$ cat src/rtl/bin2bcd_seq_if.sv
// Handshake bundle for bin2bcd_seq: operand request side and BCD result side.
// master = producer/consumer of the converter, slave = the converter itself.
interface bin2bcd_seq_if #(
    parameter int BIN_W  = 32,
    parameter int DIGITS = 10
);
    logic                  in_valid;
    logic                  in_ready;
    logic [BIN_W-1:0]      bin_in;
    logic                  out_valid;
    logic                  out_ready;
    logic [4*DIGITS-1:0]   bcd_out;
    logic                  neg_out;
    logic                  busy;

    modport master (
        output in_valid, bin_in, out_ready,
        input  in_ready, out_valid, bcd_out, neg_out, busy
    );

    modport slave (
        input  in_valid, bin_in, out_ready,
        output in_ready, out_valid, bcd_out, neg_out, busy
    );
endinterface

$ cat src/rtl/bin2bcd_seq.sv
// Iterative binary-to-BCD converter (double dabble), one operand bit per clock.
// Define BIN2BCD_SIGNED_EN to treat bin_in as two's complement and report the sign on neg_out.
module bin2bcd_seq #(
    parameter int BIN_W  = 32,
    parameter int DIGITS = 10
) (
    input  logic          clk,
    input  logic          rst_n,
    input  logic          clr,
    bin2bcd_seq_if.slave  bus
);
    // ceil(BIN_W * log10(2)) in integer arithmetic
    localparam int MIN_DIGITS = (BIN_W * 30103 + 99999) / 100000;
    localparam int CNT_W      = $clog2(BIN_W + 1);
    localparam int BCD_W      = 4 * DIGITS;

    generate
        if (BIN_W < 4 || DIGITS < MIN_DIGITS) begin : g_param_check
            $error("bin2bcd_seq: BIN_W must be >= 4 and DIGITS >= ceil(BIN_W*log10(2))");
        end
    endgenerate

    typedef enum logic [1:0] {
        S_IDLE,
        S_SHIFT,
        S_DONE
    } state_t;

    state_t             r_state;
    state_t             w_state_nxt;
    logic [CNT_W-1:0]   r_count;
    logic [BIN_W-1:0]   r_bin;
    logic [BIN_W-1:0]   w_load;
    logic [BCD_W-1:0]   r_bcd;
    logic [BCD_W-1:0]   w_bcd_adj;
    logic [BCD_W-1:0]   w_bcd_shift;
    logic [BCD_W-1:0]   r_bcd_out;
    logic               w_accept;
    logic               w_last;

    assign w_accept = (r_state == S_IDLE) && bus.in_valid;
    assign w_last   = (r_state == S_SHIFT) && (r_count == CNT_W'(1));

`ifdef BIN2BCD_SIGNED_EN
    logic w_neg;
    logic r_neg;
    logic r_neg_out;

    assign w_neg       = bus.bin_in[BIN_W-1];
    // Unsigned reinterpretation of the negation makes -2^(BIN_W-1) load as 2^(BIN_W-1)
    assign w_load      = w_neg ? -bus.bin_in : bus.bin_in;
    assign bus.neg_out = r_neg_out;

    always_ff @(posedge clk or negedge rst_n) begin
        if (!rst_n) begin
            r_neg     <= 1'b0;
            r_neg_out <= 1'b0;
        end else if (clr) begin
            r_neg     <= 1'b0;
            r_neg_out <= 1'b0;
        end else if (w_accept) begin
            r_neg <= w_neg;
        end else if (w_last) begin
            r_neg_out <= r_neg;
        end
    end
`else
    assign w_load      = bus.bin_in;
    assign bus.neg_out = 1'b0;
`endif

    // Add-3 correction looks at digits as they stand before this cycle's shift.
    // NOTE: default assignment first so no path through always_comb leaves a signal unassigned (no latch).
    always_comb begin
        w_bcd_adj = r_bcd;
        for (int d = 0; d < DIGITS; d++) begin
            if (r_bcd[4*d +: 4] >= 4'd5) begin
                w_bcd_adj[4*d +: 4] = r_bcd[4*d +: 4] + 4'd3;
            end
        end
    end

    assign w_bcd_shift = {w_bcd_adj[BCD_W-2:0], r_bin[BIN_W-1]};

    always_comb begin
        w_state_nxt = r_state;
        if (clr) begin
            w_state_nxt = S_IDLE;
        end else begin
            case (r_state)
                S_IDLE:  if (w_accept) w_state_nxt = S_SHIFT;
                S_SHIFT: if (w_last) w_state_nxt = S_DONE;
                S_DONE:  if (bus.out_ready) w_state_nxt = S_IDLE;
                default: w_state_nxt = S_IDLE;
            endcase
        end
    end

    // NOTE: non-blocking assignments in clocked blocks so every register samples pre-edge values.
    always_ff @(posedge clk or negedge rst_n) begin
        if (!rst_n) begin
            r_state <= S_IDLE;
        end else begin
            r_state <= w_state_nxt;
        end
    end

    always_ff @(posedge clk or negedge rst_n) begin
        if (!rst_n) begin
            r_count   <= '0;
            r_bin     <= '0;
            r_bcd     <= '0;
            r_bcd_out <= '0;
        end else if (clr) begin
            r_count   <= '0;
            r_bin     <= '0;
            r_bcd     <= '0;
            r_bcd_out <= '0;
        end else begin
            case (r_state)
                S_IDLE: begin
                    if (w_accept) begin
                        r_bin   <= w_load;
                        r_bcd   <= '0;
                        r_count <= CNT_W'(BIN_W);
                    end
                end
                S_SHIFT: begin
                    r_bcd   <= w_bcd_shift;
                    r_bin   <= {r_bin[BIN_W-2:0], 1'b0};
                    r_count <= r_count - CNT_W'(1);
                    if (w_last) begin
                        r_bcd_out <= w_bcd_shift;
                    end
                end
                default: ;
            endcase
        end
    end

    assign bus.in_ready  = (r_state == S_IDLE);
    assign bus.out_valid = (r_state == S_DONE);
    assign bus.busy      = (r_state == S_SHIFT);
    assign bus.bcd_out   = r_bcd_out;
endmodule
$ cat src/flat_wrapper.sv
// flat-port wrapper written by rule: the top's interface ports become plain ports
module bin2bcd_seq_flat 
#(
    parameter int BIN_W  = 32,
    parameter int DIGITS = 10
)
  (clk, rst_n, clr, bus_in_valid, bus_bin_in, bus_out_ready, bus_in_ready, bus_out_valid, bus_bcd_out, bus_neg_out, bus_busy);
  bin2bcd_seq_if #(.BIN_W(BIN_W), .DIGITS(DIGITS)) bus_i ();
  input  logic clk;
  input  logic rst_n;
  input  logic clr;
  input wire logic [$bits(bus_i.in_valid)-1:0] bus_in_valid;
  input wire logic [$bits(bus_i.bin_in)-1:0] bus_bin_in;
  input wire logic [$bits(bus_i.out_ready)-1:0] bus_out_ready;
  output wire logic [$bits(bus_i.in_ready)-1:0] bus_in_ready;
  output wire logic [$bits(bus_i.out_valid)-1:0] bus_out_valid;
  output wire logic [$bits(bus_i.bcd_out)-1:0] bus_bcd_out;
  output wire logic [$bits(bus_i.neg_out)-1:0] bus_neg_out;
  output wire logic [$bits(bus_i.busy)-1:0] bus_busy;
  assign bus_i.in_valid = bus_in_valid;
  assign bus_i.bin_in = bus_bin_in;
  assign bus_i.out_ready = bus_out_ready;
  assign bus_in_ready = bus_i.in_ready;
  assign bus_out_valid = bus_i.out_valid;
  assign bus_bcd_out = bus_i.bcd_out;
  assign bus_neg_out = bus_i.neg_out;
  assign bus_busy = bus_i.busy;
  bin2bcd_seq #(.BIN_W(BIN_W), .DIGITS(DIGITS)) u_core (.clk(clk), .rst_n(rst_n), .clr(clr), .bus(bus_i));
endmodule
$ cat config.mk
export PLATFORM = sky130hd
export DESIGN_NAME = bin2bcd_seq_flat
export DESIGN_NICKNAME = d
export VERILOG_FILES = /design/src/rtl/bin2bcd_seq_if.sv /design/src/rtl/bin2bcd_seq.sv /design/src/flat_wrapper.sv
export SDC_FILE = /design/constraint.sdc
export NUM_CORES = 1
export LEC_CHECK = 0
export CORE_ASPECT_RATIO = 0.5
export CORE_UTILIZATION = 45
export CTS_BUF_LIST = sky130_fd_sc_hd__clkbuf_4 sky130_fd_sc_hd__clkbuf_8 sky130_fd_sc_hd__clkbuf_16
export DETAILED_ROUTE_END_ITERATION = 10
export GPL_ROUTABILITY_DRIVEN = 0
export GPL_TIMING_DRIVEN = 1
export PLACE_DENSITY = 0.67
export SYNTH_ARGS = -nofsm -noshare
export SYNTH_HDL_FRONTEND = slang
export SYNTH_SLANG_ARGS = --single-unit
$ cat constraint.sdc
create_clock -name clk -period 3.1 [get_ports clk]
set_clock_uncertainty 0.2 [all_clocks]
set_input_delay 0.31 -clock clk [delete_from_list [all_inputs] [get_ports clk]]
set_output_delay 0.31 -clock clk [all_outputs]
set_load 0.03 [all_outputs]
# After elaboration in Yosys (flattened, before gate mapping)
# Index checks and enable logic that the tools add are counted.
[op_classes]
n_mux = 27
n_eq_ne = 6
magnitude_cmp = 10
reduce_logical = 9
addsub = 11
[ops]
columns = ["operator", "n"]
rows = [
  ["$mux 40", 5],
  ["$pmux 40 s2", 1],
  ["$mux 32", 2],
  ["$pmux 32 s2", 1],
  ["$ge 4x3->1 const B", 10],
  ["$add 4x2->4 const B", 9],
  ["$mux 4", 9],
  ["$mux 6", 2],
  ["$pmux 6 s2", 1],
  ["$mux 2", 4],
  ["$eq 6x1->1 const B", 1],
  ["$ne 3x2->1 const B", 2],
  ["$pmux 2 s3", 1],
  ["$sub 6x1->6 const B", 1],
  ["$reduce_and 2->1", 2],
  ["$reduce_bool 2->1", 2],
  ["$add 3x2->3 const B", 1],
  ["$mux 3", 1],
  ["$ne 3x3->1 const B", 1],
  ["$reduce_and 3->1", 1],
  ["$reduce_bool 3->1", 1],
  ["$eq 2x1->1 const B", 1],
  ["$eq 2x2->1 const B", 1],
  ["$logic_and 1x1->1", 2],
  ["$logic_not 2->1", 1],
]
[totals]
regBits = 120

# Logic depth before layout (Yosys ltp)
[logic_depth]
ltp_word = 5
depth_mapped = 8
depth_no_buf = 6

# Worst setup path before layout
# No wires, ideal clock.
[synth_timing]
path_kind = "register to register"
start = "register u_core.r_state[0]"
end = "register u_core.r_bin[10]"
slack_ps = 1208
path_stages_with_launch = 6
period_less_slack_ps = 1892
setup_time_ps = 79
arrival_ps = 1613
cell_sequence = "dfrtp_1 nor2_1 nand2_1 nand2_1 buf_2 a2bb2oi_1"
[synth_via]
elab_chain_len = 4
word_cells_on_any_way = 8
[synth_lines]
columns = ["item", "line", "text"]
rows = [
  ["start: declaration", "bin2bcd_seq.sv:29", "state_t r_state;"],
  ["start signal: assignment", "bin2bcd_seq.sv:104", "r_state <= w_state_nxt;"],
  ["$logic_not 2->1 (*)", "n/a", ""],
  ["via bus_in_ready", "flat_wrapper.sv:15", "output wire logic [$bits(bus_i.in_ready)-1:0] bus_in_ready;"],
  ["$logic_and 1x1->1", "bin2bcd_seq.sv:41", "assign w_accept = (r_state == S_IDLE) && bus.in_valid;"],
  ["$ne 3x2->1 (no line)", "n/a", ""],
  ["$reduce_and 2->1 (no line)", "n/a", ""],
  ["end signal: assignment", "bin2bcd_seq.sv:123", "r_bin <= w_load;"],
  ["end signal: assignment", "bin2bcd_seq.sv:130", "r_bin <= {r_bin[BIN_W-2:0], 1'b0};"],
  ["end: declaration", "bin2bcd_seq.sv:32", "logic [BIN_W-1:0] r_bin;"],
]
# The timed path passes the listed nets; every way through them passes the cells marked *.
# A chain may end at the register's enable or synchronous reset.

# Worst setup path in the final report
[layout_timing]
start = "register u_core.r_state[1]"
end = "output bus_busy"
[layout_via]
elab_chain_len = 1
[layout_lines]
columns = ["item", "line", "text"]
rows = [
  ["$eq 2x1->1", "bin2bcd_seq.sv:143", "assign bus.busy = (r_state == S_SHIFT);"],
  ["end: declaration", "flat_wrapper.sv:19", "output wire logic [$bits(bus_i.busy)-1:0] bus_busy;"],
]
# No other way between the ends.

==> impl_metrics.toml <==
[cts]
cts_tree = "done"
clock_latency_ns = 0.41
clock_path_buffers = 2
root_buffer = "clkbuf_16"
numCtsBuffers = 17
cts_setup_buffers = 0
clock_sinks = 120
clkTransAtPathRegs_ns = 0.05
post_cts_resized = 0
ctsHtreeMaxLevel = 4
hold_buffers = 1

[cells_and_area]
post-route-util_pct = 60.2
stdcell_area_mm2 = 0.00723
drive_above_1_share_pct = 8.36
diodes = 0
n_fill_cell = 1006
multi_input_area_mm2 = 0.00240
register_area_mm2 = 0.00300
areaGrowthSynthToFinish_pct = 28.2
nets = 656

[worst_setup_path]
r2r-start = "u_core.r_count[2]"
worst-r2r-cell-count = 4
end_kind = "primary output"
ff2ff_setup_slack_ns = 0.88
cp_max_fo = 13
cp-start-kind = "flip-flop"
required_ns = 2.59
crit_type = "reg2out"
r2r_end = "u_core.bus.bcd_out[37]"
critPathArrivalTime_ns = 2.04

[synthesis]
syn_inst = 520
synth_seq_area_share_pct = 53.2
synth.distinct_cells = 38
synthArstFlopShare_pct = 100
synth_top_cell_area_share_pct = 53.2
syn_nets = 579
syn_area_mm2 = 0.00564
synth_top_area_cell = "dfrtp_1"
synth_edf_count = 0
ys_warn_count = 0
ys_ff_latch = 120
ys_top_cells_by_area = "dfrtp_1 53%, a22o_1 9.0%, ha_1 4.9%"
ys.flop_type = "dfrtp_1"
avgSynthCellArea_um2 = 10.8

[grt]
use_met1_pct = 29.0
grt_max_degree = 53
antenna_found_initial = 0
gr-usage-all-layers_pct = 20.8
overflow = 0
met2_usage_pct = 32.5
grt_pass1_wl_um = 20800
grtUsageMet3_pct = 3.98
first_global_vias = 4145
busiest_layer = "met2"

[drt]
dr.pass1.iters = 6
wl_per_cell_um = 16.3
drt-initial-drc-count = 251
drc = 0
vias = 4234
via_per_inst = 5.46
totalWireLength_um = 12600
drt.antenna.violating_nets = 0

[timing]
slew_headroom_pct = 32.4
fmax_mhz = 392
fin_ws_ns = 0.550
setup_tns_ns = 0
period_minus_slack_ns = 2.55
maxSlewViolCount = 0
period_share_pct = 82.3
final_hold_viol_count = 0
finalSetupViolCount = 0
worst_pin_slew_ns = 1.01
grt_setup_unrepaired = "no"

[power]
p_total_w = 0.00432
power_density_mw_per_mm2 = 598
ir_drop_v = 0.000313
p_leak_nw = 3.40

[die]
rows = 28
die_w_um = 160
pin_count = 81
die_area_mm2 = 0.0130
initial_core_util_pct = 46.9
core_area_mm2 = 0.0120
die_h_um = 81.2

[flow_run]
max-cap-violations = 0

[place]
dpl_worst_slack_ns = 0.720
port_buffers = 79
dpl_cell_area_mm2 = 0.00658
dp_hpwl_um = 7560

[run_status]
status = "finished, final reports clean"

[hold_path]
hold_path_class = "in2async"
[critical path: stages (launching register included)]
cell and delay [ns]:
dfrtp_1 0.40, nand2b_1 0.24, inv_2 0.27, clkdlybuf4s50_1 0.73
[synth_stat cells, types with 2 or more instances]
cell type,instances
clkbuf_1,10
buf_4,4
o21ai_0,36
buf_2,16
a22o_1,58
mux2i_1,10
ha_1,22
xor2_1,13
o22ai_1,2
buf_6,2
nor3_1,14
a21o_1,18
nor2_1,12
dfrtp_1,120
a21oi_1,25
o31ai_1,2
o21ai_1,7
nand2b_1,13
inv_1,22
nand3_1,2
a2bb2oi_1,31
xnor2_1,10
nand2_1,56
[per-layer routing]
layer  share of wire (%)  routed length, µm  up-vias
li1                    -                  -     2017
met1                  51               6430     2116
met2                  44               5620       85
met3                 3.6                461       16
met4                 1.1                141        0
met5                   0                  0        -
[cell families (layout without fill, tap and decap cells)]
| logic type | count (synthesis) | after routing | synth area share (%) |
|---|---|---|---|
| AO/OA/AOI/OAI | 182 | 182 | 23.2 |
| buffers and inverters | 56 | 146 | 4.61 |
| XOR/XNOR | 23 | 23 | 3.57 |
| multiplexers | 10 | 10 | 1.77 |
| adder cells (fa/ha/maj) | 22 | 22 | 4.88 |
| AND/OR/NAND/NOR | 106 | 106 | 8.67 |
| flip-flops | 120 | 120 | 53.2 |
| other | 1 | 1 | 0.0665 |
[state kept, by name (all words and copies together), names as in the netlist]
signal / flops
u_core.bus.bcd_out: 40
u_core.r_bcd: 40
u_core.r_bin: 32
u_core.r_count: 6
u_core.r_state: 2
[placed cells by master, fill, tap and decap left out, drive strengths merged, types with 13 or more instances in the layout]
master and instances:
a21o 18, clkdlybuf4s50 78, clkbuf 21, dfrtp 120, ha 22, a2bb2oi 31, nor3 15, nand2b 13
o21ai 43, xor2 13, a22o 58, a21oi 26, nand2 56, nor2 13, inv 23
[report_power, final]
part	switching [W]	total, W	leakage [nW]	internal (W)
combinational	0.000286	0.000488	1.45	0.000202
sequential	0.0000578	0.00172	1.63	0.00166
clock	0.000702	0.00212	0.309	0.00142
total	0.00105	0.00432	3.40	0.00328
[metrics by stage]
step	hold WS, ns	cells
after floorplan	-0.186	520
after global placement	0.145	742
after detailed placement	0.152	742
after CTS	0.251	775
after global routing	0.287	775
final	0.240	775
[worst max-delay path by stage]
stage | startpoint | endpoint | slack, ns | depth (start not counted)
floorplan | u_core.r_state[0] | u_core.r_bin[10] | 1.21 | 5
global placement | clr | u_core.bus.bcd_out[29] | 0.78 | 4
detailed placement | clr | u_core.bus.bcd_out[30] | 0.72 | 4
CTS | u_core.r_state[1] | bus_busy | 0.55 | 3
global route | u_core.r_state[1] | bus_busy | 0.44 | 3
finish | u_core.r_state[1] | bus_busy | 0.55 | 3
[area by class of cell]
| cell class | instances | area share, % |
|---|---|---|
| inverter | 23 | 1.19 |
| clock inverter | 11 | 2.35 |
| timing repair buffer | 91 | 12.4 |
| clock buffer | 21 | 6.56 |
| multi-input combinational | 344 | 33.2 |
| sequential | 120 | 41.5 |
| tap | 165 | 2.85 |
No activity file was read; power rests on OpenSTA's default activity.
==> RTL edit, RTL diff (same settings) <==
Build with the macro `BIN2BCD_SIGNED_EN` defined.
--- a/src/rtl/bin2bcd_seq.sv
+++ b/src/rtl/bin2bcd_seq.sv
@@ -1,5 +1,7 @@
 // Iterative binary-to-BCD converter (double dabble), one operand bit per clock.
 // Define BIN2BCD_SIGNED_EN to treat bin_in as two's complement and report the sign on neg_out.
+`define BIN2BCD_SIGNED_EN
+
 module bin2bcd_seq #(
     parameter int BIN_W  = 32,
     parameter int DIGITS = 10
Behaviour: no difference found for any inputs over 10 cycles, from zero or initial values and one cycle with rst_n low; that may be too few to reach the edited logic, so the function may still have changed.
==> RTL edit against the unedited design <==
Non-clock buffer count rose by 14. Total power decreased by 0.48%. Register-to-register slack got worse by 0.18 ns. Wire length grew 20%. Design area increased by 13%. Synthesized area grew 13%. Utilization shrank 0.59 points. Clock power rose by 3%. Sequential cell count increased by 2. Setup slack better by 0.024 ns. Global-route usage increased by 1.4 points. Critical path depth unchanged. Critical path type unchanged. Largest cell class is now multi-input combinational cells. Largest power group unchanged.
==> RTL edit: results (changes against the unedited design) <==
* Sequential area share after synthesis at 47.8% (-5.4 points)
* Starting DRT DRC Count at 345 (+37%)
* CTS Buf Count at 17 (unchanged)
* Worst-Margin Slew at 0.826 ns (-0.189 ns)
* Worst Hold Class: reg -> reg
* Peak VDD IR at 0.000386 V (+24%)
* Synth Net Count at 708 (+22%)
* Dpl cells at 910 (+23%)
* CTS max path bufs at 2 (unchanged)
* First-pass GRT wire length at 25.5 mm (+22%)
* GRT Util Overall at 22.2% (+1.4 points)
* Worst path arrival time at 2.02 ns (-0.02 ns)
* Max incr delay on CP at 0.73 ns (about the same)
* Via/cell ratio at 5.57 (+2.0%)
* Post-synthesis mux area share at 0.470% (-1.3 points)
* Nets at 798 (+22%)
* Pwr dens at 527 nW/um^2 (-12%)
* Run status: finished clean
* Count of different cell masters after synthesis at 46 (+21%)
* Syn Area/Cell at 9.86 um^2 (-9.1%)
* Xor-xnor portion of the synthesized cell area at 6.72% (+3.1 points)
* Number of global-route vias before repair at 5257 (+27%)
* Setup Buffers After CTS at 0 (unchanged)
* Layout fillers at 1148 (+14%)
* Clock transition at the registers of the reported paths at 0.06 ns
* Combinational power share at 9.8% (-1.5 points)
* Initial antenna violation count at 0 (unchanged)
* Synth Warn # at 0 (unchanged)
* Top delay family on crit path: buffers and inverters
* H-tree depth at 4 (unchanged)
* Seq power at 1.69 mW
* Leakage at 3.64 nW (+7.2%)
* Fraction of registers with async set/reset at 100% (unchanged)
* Total Routed Length at 15.2 mm (+20%)
* Clock Latency Late Sink at 0.42 ns
* First-pass DRT Iterations at 5 (-1)
* Port buffer count at 80 (+1.3%)
* Switching share of power at 24.3% (+0.10 points)
* Post-DR wirelength/cell at 16.1 um (-1.1%)
* Critical path's slowest cell: clkdlybuf4s50_1
* Root Driver: clkbuf_16
* Diodes inserted at 0 (unchanged)
* Resized cells post-CTS at 0 (unchanged)
* Compound-Gate Fraction of Synth Area at 23.5% (+0.30 points)
* Dominant cells by area after synthesis: dfrtp_1 (48%), a22o_1 (5.2%), xor2_1 (4.7%), ha_1 (4.5%), o21ai_0 (4.0%)
* Post-Synth Adder-Cell Area at 4.50% (-0.37 points)
* Most common library cells after synthesis: dfrtp_1 (122), nand2_1 (52), o21ai_0 (51)
* Max Fanout on Critical Path at 8 (-5)
* Post-DP HPWL at 10.4 mm (+38%)
* Fraction of layout cells with a size suffix above 1 at 8.79% (+0.43 points)
* Largest net degree at the start of global routing at 65 (+23%)
## RTL edit: cell types whose count changed after synthesis, sizes merged, moves of 16 or more
cell and delta:
xor2 +21, clkbuf +16, nor2 +30, a22oi +17, a22o -20, a2bb2oi -31
## RTL edit: final cells by class
type	count	area [um^2]	share of cell area [%]
Clock inverter	14	223	2.73
Inverter	26	97.6	1.20
Timing Repair Buffer	105	1000	12.3
Multi-Input combinational cell	466	3120	38.2
Clock buffer	18	433	5.30
Tap cell	192	240	2.94
Sequential cell	122	3050	37.4
## RTL edit: routing by layer
layer	track usage (%)	routed length [um]
met1	29.3	7340
met2	36.5	7250
met3	4.66	541
met4	7.94	96
met5	0	0
## RTL edit: timing repair
action,in CTS,in global routing
setup endpoints to repair,0,0
hold buffers,1,0
endpoints found under the hold margin,61,0
## RTL edit: worst paths after layout
kind / to / start / slack [ns] / cells past startpoint
min in group asynchronous: u_core.bus.bcd_out[14] / rst_n / 0.33 / 2
worst max register to register: u_core.bus.bcd_out[29] / u_core.r_count[1] / 0.70 / 7
worst min register to register: u_core.r_bin[7] / u_core.r_bin[7] / 0.29 / 2
worst min-delay path: u_core.r_bin[7] / u_core.r_bin[7] / 0.29 / 2
worst max-delay path: bus_busy / u_core.r_state[1] / 0.57 / 3
max in group asynchronous: u_core.r_bin[25] / rst_n / 1.60 / 3
## RTL edit: stage by stage
stage / area, um^2 / worst slack (ns) / util (%) / hold slack (ns)
6_report: 8170 / 0.573 / 59.6 / 0.286
5_1_grt: 8170 / 0.458 / 59.6 / 0.306
4_1_cts: 8170 / 0.572 / 59.6 / 0.283
3_5_place_dp: 7500 / 0.243 / 54.7 / 0.269
3_3_place_gp: 7500 / 0.337 / 54.7 / 0.261
2_1_floorplan: 6390 / 0.904 / - / -0.186
